==> src/rtl/ha_cnt_pkg.sv <==
// Shared encodings and default sizing for the half-adder based counter.
package ha_cnt_pkg;

  typedef enum logic {
    DIR_DN = 1'b0,
    DIR_UP = 1'b1
  } dir_e;

  typedef enum logic {
    MODE_WRAP = 1'b0,
    MODE_SAT  = 1'b1
  } mode_e;

  localparam int unsigned DEF_WIDTH = 9;
  localparam int unsigned DEF_PSW   = 4;

endpackage

==> src/rtl/ha_inc.sv <==
// Ripple half-adder incrementer: s = a + ci, co is the carry out of the MSB.
module ha_inc #(
  parameter int unsigned WIDTH = 8
) (
  input  logic [WIDTH-1:0] a,
  input  logic             ci,
  output logic [WIDTH-1:0] s,
  output logic             co
);

  logic [WIDTH:0] c;

  always_comb begin
    c    = '0;
    s    = '0;
    c[0] = ci;
    for (int unsigned i = 0; i < WIDTH; i++) begin
      s[i]   = a[i] ^ c[i];
      c[i+1] = a[i] & c[i];
    end
    co = c[WIDTH];
  end

endmodule

==> src/rtl/ha_counter.sv <==
// Up/down counter with prescaler, wrap/saturate terminal handling and load.
module ha_counter
  import ha_cnt_pkg::*;
#(
  parameter int unsigned WIDTH = DEF_WIDTH,
  parameter int unsigned PSW   = DEF_PSW
) (
  input  logic             sys_clk,
  input  logic             reset,
  input  logic             en,
  input  logic             ci,
  input  logic             up,
  input  logic             sat,
  input  logic             ld,
  input  logic [WIDTH-1:0] ld_val,
  input  logic [WIDTH-1:0] limit,
  input  logic [PSW-1:0]   div,
  output logic [WIDTH-1:0] q,
  output logic             tc,
  output logic             zero
);

  logic [PSW-1:0]   pc;
  logic [PSW-1:0]   pc_inc;
  logic [WIDTH-1:0] q_inc;
  logic [WIDTH-1:0] q_neg;
  logic [WIDTH-1:0] q_step;
  logic             dn_co;
  logic             term;
  logic             unused_up_co;
  logic             unused_pc_co;

  ha_inc #(.WIDTH(WIDTH)) u_up (
    .a  (q),
    .ci (1'b1),
    .s  (q_inc),
    .co (unused_up_co)
  );

  // q-1 is formed as ~(~q + 1); the carry out is set exactly when q == 0.
  ha_inc #(.WIDTH(WIDTH)) u_dn (
    .a  (~q),
    .ci (1'b1),
    .s  (q_neg),
    .co (dn_co)
  );

  ha_inc #(.WIDTH(PSW)) u_pc (
    .a  (pc),
    .ci (1'b1),
    .s  (pc_inc),
    .co (unused_pc_co)
  );

  always_comb begin
    q_step = q;
    term   = 1'b0;
    if (dir_e'(up) == DIR_UP) begin
      if (q < limit) begin
        q_step = q_inc;
      end else begin
        term   = 1'b1;
        q_step = (mode_e'(sat) == MODE_SAT) ? q : '0;
      end
    end else begin
      if (!dn_co) begin
        q_step = ~q_neg;
      end else begin
        term   = 1'b1;
        q_step = (mode_e'(sat) == MODE_SAT) ? '0 : limit;
      end
    end
  end

  always_ff @(posedge sys_clk) begin
    if (reset) begin
      q  <= '0;
      pc <= '0;
      tc <= 1'b0;
    end else if (ld) begin
      q  <= ld_val;
      pc <= '0;
      tc <= 1'b0;
    end else begin
      tc <= 1'b0;
      if (en && ci) begin
        if (pc == div) begin
          pc <= '0;
          q  <= q_step;
          tc <= term;
        end else begin
          pc <= pc_inc;
        end
      end
    end
  end

  assign zero = (q == '0);

endmodule

==> config.mk <==
export PLATFORM = sky130hd
export DESIGN_NAME = ha_counter
export DESIGN_NICKNAME = d
export VERILOG_FILES = /design/src/rtl/ha_cnt_pkg.sv /design/src/rtl/ha_inc.sv /design/src/rtl/ha_counter.sv
export SDC_FILE = /design/constraint.sdc
export NUM_CORES = 1
export LEC_CHECK = 0
export CORE_UTILIZATION = 51
export DETAILED_ROUTE_END_ITERATION = 7
export GPL_ROUTABILITY_DRIVEN = 0
export GPL_TIMING_DRIVEN = 0
export PLACE_DENSITY = 0.95
export SETUP_SLACK_MARGIN = 0.15
export SYNTH_ARGS = -nofsm -noshare
export SYNTH_HDL_FRONTEND = slang
export SYNTH_SLANG_ARGS = --single-unit
export TNS_END_PERCENT = 50
==> constraint.sdc <==
create_clock -name sys_clk -period 6.5 [get_ports sys_clk]
set_input_delay 0.975 -clock sys_clk [delete_from_list [all_inputs] [get_ports sys_clk]]
set_output_delay 0.975 -clock sys_clk [all_outputs]
set_load 0.1 [all_outputs]
==> impl_metrics.ini, run 1 <==
[worst_setup_path]
start_kind = flip-flop
worst-path-buf-inv = 1
cp.required_ns = 5.52
crit_family = buffers and inverters
cp_data_arrival_time_ns = 2.28
rr_endpoint = q[1]$_SDFFE_PP0P_
cpPeakStageDelay_ns = 1.12
cp_max_fo = 6
crit_type = flip-flop to output pin
cp_slowest_cell = clkdlybuf4s50_1
end_kind = output pin
cp_cell_sequence = nor4_1 -> and4_1 -> clkdlybuf4s50_1
reg2reg_slack_ns = 3.41
ff2ff_path_depth = 16
r2r-start = q[0]$_SDFFE_PP0P_

[finish]
num_antenna_cells = 0
layout_commonest_cell = clkdlybuf4s50_1
drive_gt1_share_pct = 5.07
fin_nets = 272
area_growth_pct = 33.9
mostFrequentLayoutCells = 39 x clkdlybuf4s50_1, 25 x ha_1, 22 x nor2_1
utilization_pct = 73.3

[timing]
rsz0062_at_grt = false
finalMaxSlewViolations = 0
worst-slew-pin-transition_ns = 1.00
setup-tns-final_ns = 0
fin_skew_ns = 0.00209
finalHoldViolCount = 0
period_needed_ns = 3.26
final.setup.worst_slack_ns = 3.24
post-route-period-util_pct = 50.1
fmax_mhz = 307
setup_violations = 0
max-slew-margin-rel_pct = 33.2

[clock_network]
cts_tree = done
cts_buffer_depth = 2
cts_made_buffers = 3
h-tree-depth = 1
post_cts_buffers = 0
postCtsHoldBufs = 0
cts_num_sinks = 14
ctsRootBufferMaster = clkbuf_4
clkLatencyLatePin_ns = 0.28
post_cts_resized = 0
clk_pin_slew_ns = 0.08

[floorplanning]
die_x_um = 53.8
rows = 18
coreArea_mm2 = 0.00250
dieArea_mm2 = 0.00289
ios = 40
start_util_pct = 54.8
die_y_um = 53.8

[outcome]
status = finished clean

[hold_path]
whs_endpoint = pc[1]$_SDFFE_PP0P_
hp-start = pc[1]$_SDFFE_PP0P_
hold_depth = 2
worst_hold_path_type = flip-flop to flip-flop

[yosys]
yosysSeqAreaShare_pct = 20.5
ys_ff_latch = 14
syn-num-nets = 228
synth_top_area_share_pct = 22.9
synth_area_leaders = ha_1 23%, dfxtp_1 20%, a21oi_1 6.6%
synth_cell_types = 34
synth_top_area_cell = ha_1
avgSynthCellArea_um2 = 7.87
syn_area_mm2 = 0.00137
yosysWarnings = 0
netlist_instances = 174

[place]
place_hpwl_mm = 2.77
port_buffers = 39
post-place-ws_ns = 3.16

[global_routing]
grt_pass1_wl_mm = 5.24
grt_max_degree = 11
grt_overflow = 0
antenna_found_initial = 0
grt_pass1_vias = 1188
grt.total_usage_pct = 25.1

[drt]
dr.pass1.iters = 4
drc_errors = 0
avgRoutedWirePerCell_um = 13.6
drt-total-wl_mm = 3.37
ant_nets = 0
post_drt_via_cell_ratio = 5.72
drt_iter0_markers = 35
vias = 1412

[pwr]
p_per_area_mw_per_mm2 = 169
ir_drop_mv = 0.176
p_leak_uw = 0.000794
power_uw = 310

[flow_run]
maxCapViolations = 0
power breakdown:
group / switching (µW) / leakage, µW / internal [µW] / total [µW]
logic: 92.2 / 0.000658 / 60.3 / 152
registers: 7.61 / 0.000114 / 89.9 / 97.5
clock network: 26.3 / 0.0000210 / 34.1 / 60.4
total: 126 / 0.000794 / 184 / 310
stage by stage:
| stage | cells | cell area, µm² | hold slack [ns] |
|---|---|---|---|
| global placement | 243 | 1800 | 0.485 |
| CTS | 247 | 1830 | 0.506 |
| finish | 247 | 1830 | 0.502 |
| floorplan | 174 | 1370 | 0.465 |
| detailed placement | 243 | 1800 | 0.496 |
| global route | 247 | 1830 | 0.538 |
Yosys cell counts:
library cell	instances
a2111oi_1	1
a211oi_1	1
a21oi_1	18
a221o_1	6
a222oi_1	2
a2bb2oi_4	1
a311oi_2	1
a311oi_4	1
a31oi_1	3
a41o_1	1
and4_1	1
and4_2	2
buf_1	1
clkbuf_1	3
dfxtp_1	14
ha_1	25
inv_1	21
mux2i_1	1
nand2_1	20
nand2b_1	3
nand3_1	4
nand4_1	1
nor2_1	22
nor2b_1	3
nor3_1	2
nor3b_2	1
nor4_1	1
o211ai_1	2
o21ai_0	3
o21ai_1	1
o2bb2ai_2	1
or2_0	1
xnor2_1	3
xor2_1	3
how the worst max path moves through the flow:
stage,start,endpoint,slack [ns],cells past startpoint
after floorplan,q[0]$_SDFFE_PP0P_,q[1]$_SDFFE_PP0P_,3.02,16
after global placement,limit[7],q[1]$_SDFFE_PP0P_,3.20,9
after detailed placement,limit[7],q[1]$_SDFFE_PP0P_,3.16,9
after CTS,q[7]$_SDFFE_PP0P_,zero,3.23,3
after global routing,q[7]$_SDFFE_PP0P_,zero,3.15,3
final,q[7]$_SDFFE_PP0P_,zero,3.24,3
layout make-up:
cell class | count | area, µm²
Multi-Input combinational cell | 135 | 995
Fill cell | 193 | 667
Timing Repair Buffer | 39 | 390
Sequential cell | 14 | 280
Inverter | 21 | 78.8
Tap cell | 30 | 37.5
Clock buffer | 4 | 36.3
Buffer | 4 | 15.0
routing by layer:
| layer | wire length, µm | track usage (%) | vias up |
|---|---|---|---|
| met3 | 254 | 6.50 | 6 |
| li1 | - | - | 709 |
| met2 | 1540 | 41.2 | 61 |
| met5 | 0 | 0 | - |
| met1 | 1550 | 34.3 | 636 |
| met4 | 23 | 0.877 | 0 |
registers in the layout, indices dropped and copies added (netlist names):
signal  flops
pc          4
q           9
tc          1
logic make-up (layout without fill, tap and decap cells):
kind of cell | Yosys count | in the layout | share of synthesized area, %
flops | 14 | 14 | 20.5
buf+inv | 25 | 68 | 6.86
simple gates | 61 | 61 | 20.8
xor+xnor | 6 | 6 | 3.84
mux | 1 | 1 | 0.731
compound gates | 42 | 42 | 24.4
fa+ha+maj | 25 | 25 | 22.9
tightest hold or removal path, stage by stage (launching register included):
cell and delay [ns]:
dfxtp_1 0.34, nand2_1 0.06, a21oi_1 0.05
Note: power is estimated with default switching activity, not from simulation.
==> inputs of run 2 (changes only) <==
CORE_UTILIZATION = 47   (was 51)
PLACE_DENSITY = 0.91   (was 0.95)
clock period = 3.2 ns   (was 6.5 ns; I/O delays follow)
==> run 2 against run 1 <==
- via count increased by 1.1%
- cell count rose by 1.6%
- worst setup slack lost 3.0 ns
- critical path depth increased by 12
- register-to-register slack got worse by 3.1 ns
- sequential power up 100%
==> impl_metrics.ini, run 2 (synthesis results as in run 1) <==
[outcome]
status = finished clean

[finish]
instances_no_fill = 251
area.sequential_um2 = 290
fin_nets = 275
num_antenna_cells = 0
reg_top3 = q (9), pc (4), tc (1)
mostFrequentLayoutCells = 39 x clkdlybuf4s50_1, 25 x ha_1, 21 x inv_1, 21 x nor2_1, 20 x nand2_1
layout_commonest_cell = clkdlybuf4s50_1
top_register = q
largest_reg_flops = 9
utilization_pct = 67.9
num-fill-cells = 223
stdcell_area_mm2 = 0.00187
multi_input_area_um2 = 997
area_growth_pct = 36.8
drive_gt1_share_pct = 9.09

[global_routing]
top_usage_layer = met2
grt.total_usage_pct = 22.1
grt_use_met1_pct = 29.4
grt_pass1_vias = 1301
grt_max_degree = 11
grt_pass1_wl_mm = 5.61
gr-usage-met3_pct = 4.88
antenna_found_initial = 0
grt_overflow = 0
grt_use_met2_pct = 38.1

[floorplanning]
coreArea_mm2 = 0.00276
die_x_um = 56.0
dieArea_mm2 = 0.00313
ios = 40
start_util_pct = 49.6
die_y_um = 56.0
rows = 19

[timing]
finalHoldViolCount = 0
post-route-period-util_pct = 91.8
worst-slew-pin-transition_ns = 0.980
fin_skew_ns = 0.00238
rsz0062_at_grt = true
max-slew-margin-rel_pct = 34.5
fmax_mhz = 341
setup_violations = 0
period_needed_ns = 2.94
setup-tns-final_ns = 0
fin_hold_ws_ns = 0.500
finalMaxSlewViolations = 0

[clock_network]
cts_num_sinks = 14
postCtsHoldBufs = 0
ctsRootBufferMaster = clkbuf_4
cts_buffer_depth = 2
clkLatencyLatePin_ns = 0.28
h-tree-depth = 1
cts_tree = done
clk_pin_slew_ns = 0.08
cts_made_buffers = 3

[pwr]
p_leak_uw = 0.000816
p_sw_uw = 263
clockPowerShare_pct = 19.6
p_per_area_mw_per_mm2 = 343
seq_power_share_pct = 30.7
swShare_pct = 41.0
combinationalPowerShare_pct = 49.6
ir_drop_mv = 0.358
intPower_uw = 379

[drt]
ant_nets = 0
drt-total-wl_mm = 3.44
post_drt_via_cell_ratio = 5.69
vias = 1428
avgRoutedWirePerCell_um = 13.7
drt_iter0_markers = 74
dr.pass1.iters = 4
drc_errors = 0

[place]
place_hpwl_mm = 2.72
dp.cells = 244
port_buffers = 39
postPlaceCellArea_mm2 = 0.00181

[worst_setup_path]
cp_data_arrival_time_ns = 3.08
end_kind = flip-flop
cp_max_fo = 10
cp.required_ns = 3.35
crit_family = adder cells
cpMostUsedCell = ha_1
crit_type = flip-flop to flip-flop
start_kind = flip-flop
worst-path-buf-inv = 2
cpPeakStageDelay_ns = 0.38
cp_cell_sequence = inv_1 -> ha_1 -> ha_1 -> ha_1 -> ha_1 -> ha_1 -> ha_1 -> ha_1 -> ha_1 -> buf_4 -> a31oi_1 -> nor2_1 -> a221o_1 -> nand2_1 -> a21oi_1
cp_slowest_cell = dfxtp_4

[hold_path]
worst_hold_path_type = flip-flop to flip-flop

[flow_run]
maxCapViolations = 0
-- run 2: cell count changes in the layout (fill, tap and decap cells not counted), sizes merged --
cell	previous run	this run
buf	1	5
clkbuf	7	6
-- run 2: routing by layer --
layer | wire [µm] | part of all wire, % | up-vias
met5 | 0 | 0 | -
met4 | 12 | 0.35 | 0
met3 | 213 | 6.2 | 2
met2 | 1620 | 47 | 56
met1 | 1590 | 46 | 658
li1 | - | - | 712
-- run 2: area by class of cell --
class | instances | share of cell area, %
Buffer | 4 | 1.00
Clock buffer | 4 | 1.94
Inverter | 21 | 4.21
Multi-Input combinational cell | 135 | 53.2
Sequential cell | 14 | 15.5
Tap cell | 31 | 2.07
Timing Repair Buffer | 42 | 22.0
-- run 2: what timing repair did --
item	in CTS	in global routing
gates resized for setup	0	6
endpoints found under the hold margin	0	0
setup buffers	0	3
endpoints found under the setup margin	0	5
-- run 2: worst min-delay path: stages, from the launching register on --
cell,delay [ns]
dfxtp_1,0.34
nand2_1,0.06
a21oi_1,0.06
-- run 2: per-stage QoR --
step	power (µW)	worst slack (ns)
detailed placement	510	0.198
floorplan	414	0.237
global route	679	0.143
finish	642	0.263
global placement	505	0.219
CTS	634	0.182
-- run 2: final timing paths --
path | from | endpoint | slack (ns) | cells after the start
max | q[0]$_SDFFE_PP0P_ | q[7]$_SDFFE_PP0P_ | 0.26 | 15
min | pc[1]$_SDFFE_PP0P_ | pc[1]$_SDFFE_PP0P_ | 0.50 | 2
max reg2reg | q[0]$_SDFFE_PP0P_ | q[7]$_SDFFE_PP0P_ | 0.26 | 15
min reg2reg | pc[1]$_SDFFE_PP0P_ | pc[1]$_SDFFE_PP0P_ | 0.50 | 2
-- run 2: power groups by stage --
stage / Sequential [µW] / Clock, µW / Combinational, µW
final: 197 / 126 / 319
after CTS: 198 / 125 / 311
after detailed placement: 202 / 0 / 308
after global placement: 201 / 0 / 303
after floorplan: 254 / 0 / 160
after global routing: 198 / 136 / 345
